--- config.mk ---
export PLATFORM = sky130hd
export DESIGN_NAME = rx_streamer_block_buffer
export DESIGN_NICKNAME = d
export VERILOG_FILES = /design/src/rtl/rx_streamer_block_pkg.sv /design/src/rtl/rx_block_buffer_ram.sv /design/src/rtl/rx_streamer_block_buffer.sv
export SDC_FILE = /design/constraint.sdc
export NUM_CORES = 2
export LEC_CHECK = 0
export BUFFER_PORTS_ARGS = -buffer_cell sky130_fd_sc_hd__buf_4
export CAP_MARGIN = 20
export CORE_MARGIN = 4
export CORE_UTILIZATION = 40
export CTS_CLUSTER_SIZE = 12
export DETAILED_ROUTE_END_ITERATION = 10
export MAX_ROUTING_LAYER = met4
export PLACE_DENSITY = 0.55
export RECOVER_POWER = 100
export SYNTH_ARGS = -nofsm -noshare
export SYNTH_HDL_FRONTEND = slang
export SYNTH_HIERARCHICAL = 1
export SYNTH_MEMORY_MAX_BITS = 65536
export SYNTH_SLANG_ARGS = --single-unit
--- constraint.sdc ---
create_clock -name clk -period 6.7 [get_ports clk]
set_clock_uncertainty 0.1 [all_clocks]
set_input_delay 1.675 -clock clk [delete_from_list [all_inputs] [get_ports clk]]
set_output_delay 1.675 -clock clk [all_outputs]
set_load 0.05 [all_outputs]
--- src/rtl/rx_streamer_block_pkg.sv ---
// Shared types and helpers for the rx_streamer block reassembly buffer.
// Holds the write-FSM state type and the sizing arithmetic.
package rx_streamer_block_pkg;

  typedef enum logic [1:0] {
    IDLE = 2'd0,
    FILL = 2'd1,
    DROP = 2'd2
  } t_blk_wr_state;

  function automatic int f_log2_ceil(input int n);
    int r;
    r = 0;
    for (int i = 0; i < 31; i++) begin
      if ((1 << i) < n) r = i + 1;
    end
    return r;
  endfunction

  localparam int c_def_max_words = 16;
  localparam int c_def_num_slots = 4;
  localparam int c_len_width     = f_log2_ceil(c_def_max_words) + 1;
  localparam int c_addr_width    =
    f_log2_ceil(c_def_num_slots * c_def_max_words);

endpackage

--- src/rtl/rx_block_buffer_ram.sv ---
// Simple dual-port block store: one write port, one registered read port.
// The read register holds its value while no read is requested.
module rx_block_buffer_ram
  import rx_streamer_block_pkg::*;
#(
  parameter int g_data_width = 64,
  parameter int g_addr_width = c_addr_width,
  parameter int g_depth      = 1 << g_addr_width
) (
  input  logic                    clk,
  input  logic                    rst_n,
  input  logic                    i_we,
  input  logic [g_addr_width-1:0] i_waddr,
  input  logic [g_data_width-1:0] i_wdata,
  input  logic                    i_re,
  input  logic [g_addr_width-1:0] i_raddr,
  output logic [g_data_width-1:0] o_rdata
);

  logic [g_data_width-1:0] r_mem [g_depth];
  logic [g_data_width-1:0] r_q;

  always_ff @(posedge clk) begin
    if (i_we) r_mem[i_waddr] <= i_wdata;
  end

  always_ff @(posedge clk) begin
    if (!rst_n) r_q <= '0;
    else if (i_re) r_q <= r_mem[i_raddr];
  end

  assign o_rdata = r_q;

endmodule

--- src/rtl/rx_streamer_block_buffer.sv ---
// Reassembles rx_streamer words into fixed-size slots and releases
// only complete blocks; malformed blocks are dropped and counted.
module rx_streamer_block_buffer
  import rx_streamer_block_pkg::*;
#(
  parameter int g_data_width = 64,
  parameter int g_max_words  = 16,
  parameter int g_num_slots  = 4,
  parameter int g_cnt_width  = 16
) (
  input  logic                               clk,
  input  logic                               rst_n,
  input  logic [g_data_width-1:0]            snk_data_i,
  input  logic                               snk_valid_i,
  input  logic                               snk_first_i,
  input  logic                               snk_last_i,
  input  logic                               snk_lost_i,
  output logic                               snk_dreq_o,
  output logic [g_data_width-1:0]            src_data_o,
  output logic                               src_valid_o,
  output logic                               src_first_o,
  output logic                               src_last_o,
  input  logic                               src_ready_i,
  output logic [f_log2_ceil(g_max_words):0]  src_len_o,
  input  logic                               stat_clr_i,
  output logic [g_cnt_width-1:0]             stat_ok_o,
  output logic [g_cnt_width-1:0]             stat_drop_lost_o,
  output logic [g_cnt_width-1:0]             stat_drop_size_o,
  output logic [g_cnt_width-1:0]             stat_drop_misc_o
);

  localparam int c_idx_w  = f_log2_ceil(g_max_words);
  localparam int c_slot_w = f_log2_ceil(g_num_slots);
  localparam int c_lw     = c_idx_w + 1;
  localparam int c_ow     = c_slot_w + 1;
  localparam int c_aw     = c_slot_w + c_idx_w;

  localparam logic [c_lw-1:0] c_max   = c_lw'(g_max_words);
  localparam logic [c_lw-1:0] c_one   = c_lw'(1);
  localparam logic [c_ow-1:0] c_slots = c_ow'(g_num_slots);
  localparam logic [c_ow-1:0] c_oone  = c_ow'(1);

  // write side
  t_blk_wr_state          r_state;
  t_blk_wr_state          w_nstate;
  logic [c_lw-1:0]        r_wr_cnt;
  logic [c_lw-1:0]        w_ncnt;
  logic [c_lw-1:0]        w_clen;
  logic [c_slot_w-1:0]    r_wr_slot;
  logic [c_idx_w-1:0]     w_widx;
  logic                   w_we;
  logic                   w_commit;
  logic                   w_inc_lost;
  logic                   w_inc_size;
  logic                   w_inc_misc;
  logic                   w_free;
  logic [c_ow-1:0]        r_occ;
  logic [c_ow-1:0]        w_occ_nxt;
  logic [c_lw-1:0]        r_len [g_num_slots];
  logic                   r_dreq;

  // read side
  logic [c_slot_w-1:0]    r_iss_slot;
  logic [c_idx_w-1:0]     r_iss_idx;
  logic [c_ow-1:0]        r_iss_blk;
  logic [c_ow-1:0]        w_iss_blk_nxt;
  logic                   r_vld;
  logic                   r_first;
  logic                   r_last;
  logic [c_lw-1:0]        r_olen;
  logic [c_lw-1:0]        w_ilen;
  logic                   w_ilast;
  logic                   w_iss;
  logic                   w_rel;
  logic [g_data_width-1:0] w_rdata;

  // statistics
  logic [g_cnt_width-1:0] r_stat [4];
  logic [3:0]             w_inc;

  assign w_free = (r_occ < c_slots);

  always_comb begin
    w_nstate   = r_state;
    w_ncnt     = r_wr_cnt;
    w_we       = 1'b0;
    w_widx     = '0;
    w_commit   = 1'b0;
    w_clen     = r_wr_cnt + c_one;
    w_inc_lost = 1'b0;
    w_inc_size = 1'b0;
    w_inc_misc = 1'b0;
    unique case (r_state)
      IDLE: begin
        if (snk_valid_i && snk_first_i) begin
          if (w_free) begin
            w_we   = 1'b1;
            w_ncnt = c_one;
            if (snk_last_i) begin
              w_commit = 1'b1;
              w_clen   = c_one;
            end else begin
              w_nstate = FILL;
            end
          end else begin
            w_inc_misc = 1'b1;
            if (!snk_last_i) w_nstate = DROP;
          end
        end else if (snk_valid_i) begin
          w_inc_misc = 1'b1;
        end
      end
      FILL: begin
        // lost wins over a word arriving in the same cycle
        if (snk_lost_i) begin
          w_inc_lost = 1'b1;
          w_nstate   = IDLE;
        end else if (snk_valid_i && snk_first_i) begin
          w_inc_lost = 1'b1;
          w_we       = 1'b1;
          w_ncnt     = c_one;
          if (snk_last_i) begin
            w_commit = 1'b1;
            w_clen   = c_one;
            w_nstate = IDLE;
          end
        end else if (snk_valid_i) begin
          if (r_wr_cnt == c_max) begin
            w_inc_size = 1'b1;
            w_nstate   = snk_last_i ? IDLE : DROP;
          end else begin
            w_we   = 1'b1;
            w_widx = r_wr_cnt[c_idx_w-1:0];
            w_ncnt = r_wr_cnt + c_one;
            if (snk_last_i) begin
              w_commit = 1'b1;
              w_nstate = IDLE;
            end
          end
        end
      end
      DROP: begin
        if (snk_lost_i || (snk_valid_i && snk_last_i)) w_nstate = IDLE;
      end
      default: w_nstate = IDLE;
    endcase
  end

  always_comb begin
    w_occ_nxt = r_occ;
    unique case ({w_commit, w_rel})
      2'b10:   w_occ_nxt = r_occ + c_oone;
      2'b01:   w_occ_nxt = r_occ - c_oone;
      default: w_occ_nxt = r_occ;
    endcase
  end

  always_ff @(posedge clk) begin
    if (!rst_n) begin
      r_state   <= IDLE;
      r_wr_cnt  <= '0;
      r_wr_slot <= '0;
      r_occ     <= '0;
      r_dreq    <= 1'b0;
    end else begin
      r_state  <= w_nstate;
      r_wr_cnt <= w_ncnt;
      r_occ    <= w_occ_nxt;
      r_dreq   <= (w_occ_nxt < c_slots);
      if (w_commit) r_wr_slot <= r_wr_slot + c_slot_w'(1);
    end
  end

  always_ff @(posedge clk) begin
    if (w_commit) r_len[r_wr_slot] <= w_clen;
  end

  // The RAM read register doubles as the output data register.
  assign w_ilen  = r_len[r_iss_slot];
  assign w_ilast = ({1'b0, r_iss_idx} == (w_ilen - c_one));
  assign w_iss   = (r_iss_blk != '0) && (!r_vld || src_ready_i);
  assign w_rel   = r_vld && src_ready_i && r_last;

  always_comb begin
    w_iss_blk_nxt = r_iss_blk;
    unique case ({w_commit, w_iss && w_ilast})
      2'b10:   w_iss_blk_nxt = r_iss_blk + c_oone;
      2'b01:   w_iss_blk_nxt = r_iss_blk - c_oone;
      default: w_iss_blk_nxt = r_iss_blk;
    endcase
  end

  always_ff @(posedge clk) begin
    if (!rst_n) begin
      r_iss_slot <= '0;
      r_iss_idx  <= '0;
      r_iss_blk  <= '0;
      r_vld      <= 1'b0;
      r_first    <= 1'b0;
      r_last     <= 1'b0;
      r_olen     <= '0;
    end else begin
      r_iss_blk <= w_iss_blk_nxt;
      if (w_iss) begin
        r_vld   <= 1'b1;
        r_first <= (r_iss_idx == '0);
        r_last  <= w_ilast;
        r_olen  <= w_ilen;
        if (w_ilast) begin
          r_iss_slot <= r_iss_slot + c_slot_w'(1);
          r_iss_idx  <= '0;
        end else begin
          r_iss_idx <= r_iss_idx + c_idx_w'(1);
        end
      end else if (src_ready_i) begin
        r_vld   <= 1'b0;
        r_first <= 1'b0;
        r_last  <= 1'b0;
        r_olen  <= '0;
      end
    end
  end

  rx_block_buffer_ram #(
    .g_data_width (g_data_width),
    .g_addr_width (c_aw),
    .g_depth      (g_num_slots * g_max_words)
  ) u_ram (
    .clk     (clk),
    .rst_n   (rst_n),
    .i_we    (w_we),
    .i_waddr ({r_wr_slot, w_widx}),
    .i_wdata (snk_data_i),
    .i_re    (w_iss),
    .i_raddr ({r_iss_slot, r_iss_idx}),
    .o_rdata (w_rdata)
  );

  assign w_inc = {w_inc_misc, w_inc_size, w_inc_lost, w_commit};

  always_ff @(posedge clk) begin
    for (int i = 0; i < 4; i++) begin
      if (!rst_n || stat_clr_i) r_stat[i] <= '0;
      else if (w_inc[i] && !(&r_stat[i]))
        r_stat[i] <= r_stat[i] + g_cnt_width'(1);
    end
  end

  assign snk_dreq_o       = r_dreq;
  assign src_data_o       = w_rdata;
  assign src_valid_o      = r_vld;
  assign src_first_o      = r_first;
  assign src_last_o       = r_last;
  assign src_len_o        = r_olen;
  assign stat_ok_o        = r_stat[0];
  assign stat_drop_lost_o = r_stat[1];
  assign stat_drop_size_o = r_stat[2];
  assign stat_drop_misc_o = r_stat[3];

endmodule
# Word-level counts from Yosys, hierarchy flattened
# Memories as Yosys holds them, arrays and structs flattened. A register that Yosys moved wholly into a read port is not among the register bits.
# Cells that the tools add are included.
op_classes:
  add_sub_neg: 13
  order_cmp: 2
  n_eq_ne: 16
  n_mux: 90
  bitwise_logic: 4
  reduce_logical: 33
op_table:
  columns: ["operator", "count"]
  rows:
  - ["$mux W5", 13]
  - ["$add A16 B1 Y16 const B", 4]
  - ["$mux W16", 4]
  - ["$reduce_and A16 Y1", 4]
  - ["$mux W1", 47]
  - ["$mux W2", 13]
  - ["$mux W4", 6]
  - ["$pmux W5 S2", 2]
  - ["$pmux W3 S2", 2]
  - ["$logic_and A1 B1 Y1", 10]
  - ["$ne A2 B2 Y1 const B", 5]
  - ["$logic_not A1 Y1", 7]
  - ["$add A3 B1 Y3 const B", 2]
  - ["$eq A2 B1 Y1 const B", 3]
  - ["$eq A2 B2 Y1 const B", 3]
  - ["$lt A3 B3 Y1 const B", 2]
  - ["$ne A3 B3 Y1 const B", 2]
  - ["$pmux W2 S3", 1]
  - ["$reduce_and A6 Y1", 1]
  - ["$reduce_bool A2 Y1", 3]
  - ["$sub A3 B1 Y3 const B", 2]
  - ["$add A5 B1 Y5 const B", 1]
  - ["$eq A4 B5 Y1", 1]
  - ["$eq A5 B5 Y1 const B", 1]
  - ["12 further kinds", 19]
totals:
  register_bits: 30
  ramBits: 4180
  input_bits: 72
  output_inout_bits: 137
  mem_count: 3
mem_list:
  columns: ["name", "depth", "word_bits", "rd", "rd_ports_with_merged_regs", "write_ports", "line_no", "rtl"]
  rows:
  - ["u_ram.r_mem", 64, 64, 1, 1, 1, "rx_block_buffer_ram.sv:20", "logic [g_data_width-1:0] r_mem [g_depth];"]
  - ["r_stat", 4, 16, 4, 0, 4, "rx_streamer_block_buffer.sv:78", "logic [g_cnt_width-1:0] r_stat [4];"]
  - ["r_len", 4, 5, 1, 1, 1, "rx_streamer_block_buffer.sv:59", "logic [c_lw-1:0] r_len [g_num_slots];"]

# Depth between registers and ports, before layout
logic_depth:
  ltp_word: 11
  mapped_depth: 15
  mapped_depth_nobuf: 14

# Cells and area by module
# Netlist, hierarchy kept.
by_module_without_submodules:
  columns: ["module", "n_inst", "cells_per_inst", "area_each_um2"]
  rows:
  - ["rx_block_buffer_ram", 1, 7493, 160137.3]
  - ["rx_streamer_block_buffer", 1, 550, 5885.6]

# Worst setup path before layout
# No wires, ideal clock.
synth_timing:
  kind: "in2reg"
  from: "input snk_valid_i"
  to: "memory u_ram.r_mem[33][0] (enable)"
  t_arrival_ns: 5.613
  path_slack_ns: 0.500
  cell_stages: 8
  cell_sequence: "nor2b_1 > nand2_1 > nor2_1 > and2_1 > clkbuf_1 > or3b_2 > clkbuf_1 > nor2_1"
synth_between:
  word_cells_on_any_way: 12
synth_lines:
  columns: ["item", "line_no", "rtl"]
  rows:
  - ["start, declared", "rx_streamer_block_buffer.sv:14", "input logic snk_valid_i,"]
  - ["$mux W4 or $logic_and A1 B1 Y1 (tied branches)", "rx_streamer_block_buffer.sv:127, rx_streamer_block_buffer.sv:118", null]
  - ["$mux W4 (*)", "rx_streamer_block_buffer.sv:118", "end else if (snk_valid_i && snk_first_i) begin"]
  - ["$mux W4 (*)", "rx_streamer_block_buffer.sv:115", "if (snk_lost_i) begin"]
  - ["$mux W4 (*)", "rx_streamer_block_buffer.sv:93", "unique case (r_state)"]
  - ["named net w_widx[3]", "rx_streamer_block_buffer.sv:50", "logic [c_idx_w-1:0] w_widx;"]
  - ["end, declared", "rx_block_buffer_ram.sv:20", null]
# Mark *: on every way through the listed nets, which the timed path passes. The rest lies on a longest branch.

# Worst setup path in the final report
layout_timing:
  from: "input snk_first_i"
  to: "memory u_ram.r_mem[53][63] (enable)"
layout_between:
  elab_chain_len: 6
  word_cells_on_any_way: 10
layout_rtl:
  columns: ["item", "line_no", "rtl"]
  rows:
  - ["start, declared", "rx_streamer_block_buffer.sv:15", "input logic snk_first_i,"]
  - ["$logic_and A1 B1 Y1 (*)", "rx_streamer_block_buffer.sv:95, rx_streamer_block_buffer.sv:118", null]
  - ["$mux W1", "rx_streamer_block_buffer.sv:118", null]
  - ["$mux W1", "rx_streamer_block_buffer.sv:115", null]
  - ["$pmux W1 S2 (*)", "rx_streamer_block_buffer.sv:93", null]
  - ["named net w_we", "rx_streamer_block_buffer.sv:51", "logic w_we;"]
  - ["$mux W1 (*)", "rx_block_buffer_ram.sv:24", "if (i_we) r_mem[i_waddr] <= i_wdata;"]
  - ["$mux W1 (implied by the code) (*)", "rx_block_buffer_ram.sv:24", null]
# Marks and branches as above.

==> impl_summary.txt <==
----------------------------------------------------
[Status]
  Run status ... finished with violations
  Failing checks ... capacitance limit, slew limit

[Logic synthesis]
  Most frequently used flop master after synthesis ... sky130_fd_sc_hd__edfxtp_1
  Number of enable-type register cells in the synthesized netlist ... between 4000 and 5000
  Largest area contributor in the netlist ... sky130_fd_sc_hd__edfxtp_1
  Top cell type's share of synthesized area ... 75.6%
  Register area share after synthesis ... approximately three quarters
  Synth Register Bits ... ~4300
  Syn Inst Count ... 8043
  Post-synth cell types ... 70
  Share of flip-flops with an asynchronous set or reset after synthesis ... 0%
  Area of the mapped netlist ... between 150000 and 200000 um2
  Per-instance average area after synthesis ... ~21 um2
  Yosys warnings ... 6
  Cells taking the most area after synthesis ... sky130_fd_sc_hd__edfxtp_1 76%, sky130_fd_sc_hd__mux4_2 9.3%, sky130_fd_sc_hd__mux2i_1 3.7%
  Post-synth net total ... ~8100

[Clock network]
  Clock tree from TritonCTS ... done
  Number of clock sinks seen by CTS ... between 4000 and 5000
  Root Buffer Master ... sky130_fd_sc_hd__clkbuf_16
  Total of hold buffers inserted after clock tree synthesis ... 0
  Buffers inserted by post-CTS timing repair ... 0
  Number of CTS-inserted buffers ... approximately 440
  CTS clk-pin slew, worst paths ... around 0.060 ns
  Clk Latency, worst-skew pair ... roughly 1.0 ns
  H-tree Lvls ... 5
  Post-cts repair resize count ... 0
  Clock Tree Buf Depth ... 4

[Timing]
  RSZ-0062 raised after global routing ... no
  Tcrit/Tclk final ... 82.9%
  Worst rel slew slack ... -148%
  Worst Max-Slew Pin Slew ... ~3.7 ns
  Post-route minimum period ... 5.55 ns
  Number of failing hold endpoints at the final stage ... 0
  Aggregate negative setup slack ... 0 ns
  Highest Clock Rate ... 180 MHz
  Final setup violation count ... 0
  Number of slew-limit violations in the final report ... between 6000 and 7000

[Worst hold path]
  Worst min-delay path category ... register to register

[Die]
  Initial cell density of the core ... between 40% and 50%
  Chip Height ... roughly 650 um
  Core Box Area ... 413000 um2
  # IOs ... between 200 and 250
  Number of core rows ... between 200 and 250
  Area of the die ... between 400000 and 500000 um2
  Die X ... about 650 um

[Placed design]
  Routability Congestion ... 0.841
  Detail Placement HPWL ... roughly 270 mm
  # port buffers ... 208
  Placed Instances ... 13500

[Run]
  Max Cap Violations ... approximately 140

[Detailed routing]
  Routed WL per cell ... 34.4 um
  Met2 routed WL ... roughly 240 mm
  Drt first-iter violations ... between 10000 and 15000
  Average vias per placed instance ... roughly 6.0
  DR vias ... ~86000
  Drt pass-1 iters ... 8
  Residual DRC count ... 0
  Antenna Violating Nets Remaining ... 0
  Uppermost routed layer ... met4
  WL met3 ... 34.8 mm
  Detailed-route wire length ... between 400 and 500 mm
  Total routed wire length on the met1 layer ... between 200 and 250 mm

[Critical path]
  Critical path arrival ... around 6 ns
  Highest net fanout along the worst path ... 26
  Required time of the critical path ... roughly 7.1 ns
  Type of the setup path with the least slack ... primary input to register
  Kind of start point of the critical path ... primary input
  Element type at the critical path end ... register

[Cells and area]
  Layout-stage area growth over the synthesis result ... 12.9%
  FILL cells ... approximately 35000
  Final net count ... between 8000 and 9000
  Layout Cells excl Fill ... roughly 14000
  Finished Core Util ... a little under half
  Layout cells sized above 1 ... between 10% and 20%
  Most common cell after layout, fill and taps aside ... sky130_fd_sc_hd__edfxtp_1
  Commonest non-fill, non-tap cells in the layout ... 4180 x sky130_fd_sc_hd__edfxtp_1, 683 x sky130_fd_sc_hd__mux4_2, 617 x sky130_fd_sc_hd__mux2i_1

[Power and ir drop]
  Leak pwr ... ~56 nW
  Total Power Consumption ... ~0.055 W
  Power Density ... 296 nW/um2
  Max rail drop VDD ... 0.240 mV

[Global routing]
  Overall global routing resource usage ... 23.4%
  Global-route wire length before repair ... around 700 mm
  Largest net degree at the start of global routing ... ~120
  Number of antenna violations at the first check in global routing ... 31
  GRT Residual Overflow ... 0
  Number of global-route vias before repair ... 85300

----------------------------------------------------
## Yosys cell counts, drive strengths merged (51+ instances only)
| cell | number |
|---|---|
| a21oi | 167 |
| mux4 | 683 |
| a22oi | 91 |
| mux2i | 617 |
| nand2 | 214 |
| o22a | 64 |
| a221oi | 81 |
| clkbuf | 181 |
| o221ai | 153 |
| o21ai | 87 |
| o22ai | 66 |
| or2 | 51 |
| nor3b | 72 |
| buf | 289 |
| dfxtp | 96 |
| edfxtp | 4180 |
| mux2 | 183 |
| nor2 | 192 |
| a2111oi | 65 |
## cell type report
class	instances	area [um2]	area share, %
Antenna cell	16	40.0	0.0214
Clock buffer	635	12100	6.44
Clock inverter	164	1640	0.874
Inverter	27	105	0.0561
Multi-Input combinational cell	3270	36200	19.3
Sequential cell	4276	127000	68.0
Tap cell	5474	6850	3.65
Timing Repair Buffer	459	3120	1.66
## registers in the layout (all words and copies together) (netlist names), 3 cells and up, named ones only
name / cells
u_ram/o_rdata: 64
src_len_o: 5
r_iss_idx: 4
u_ram/r_mem: 4096
r_iss_blk: 3
r_len: 20
r_stat: 64
r_wr_cnt: 5
## routing by layer
| metal | track usage [%] | vias up |
|---|---|---|
| li1 | - | 34500 |
| met1 | 31.8 | 46800 |
| met2 | 36.8 | 3712 |
| met3 | 3.37 | 804 |
| met4 | 6.87 | 0 |
| met5 | - | - |
## per-stage QoR
step	hold WS (ns)	instance area [um2]	setup WS, ns
final	0.393	187000	1.15
after global routing	0.423	187000	1.06
after CTS	0.400	189000	2.19
after detailed placement	0.381	175000	1.09
after global placement	0.379	175000	1.00
after floorplan	0.358	166000	0.500
## worst paths after layout
check	start	end	slack, ns	cells after the start
worst min-delay path	u_ram/o_rdata[13]	u_ram/o_rdata[13]	0.39	1
worst max register to register	r_iss_idx[2]	u_ram/o_rdata[32]	1.21	7
worst min register to register	u_ram/o_rdata[13]	u_ram/o_rdata[13]	0.39	1
worst max-delay path	snk_first_i	u_ram/r_mem[53][63]	1.15	9
## worst max-delay path, cell delays in order
cell and delay, ns:
sky130_fd_sc_hd__clkbuf_1 0.21, sky130_fd_sc_hd__nand2_1 0.21, sky130_fd_sc_hd__a2111oi_0 0.52, sky130_fd_sc_hd__o21ba_1 0.29, sky130_fd_sc_hd__inv_1 0.32, sky130_fd_sc_hd__nand3_1 0.13, sky130_fd_sc_hd__clkbuf_1 0.32, sky130_fd_sc_hd__nor2_1 1.28
sky130_fd_sc_hd__clkbuf_2 0.98
## where the power goes
part	switching [W]	internal, W
Sequential	0.000121	0.0295
Clock	0.0103	0.0131
Combinational	0.00170	0.000836
## cell families (layout without fill, tap and decap cells)
family | after synthesis | after routing | share of synthesized area, %
DFF | 4276 | 4276 | 76.8
muxes | 1483 | 1483 | 14.4
AOI/OAI and AO/OA | 981 | 981 | 4.62
and+or+nand+nor | 715 | 715 | 2.12
buffers and inverters | 497 | 1285 | 1.62
xor gates and xnor gates | 74 | 74 | 0.390
adders and majority gates | 17 | 17 | 0.137
other | 0 | 16 | 0
Note: power is estimated with default switching activity, not from simulation.
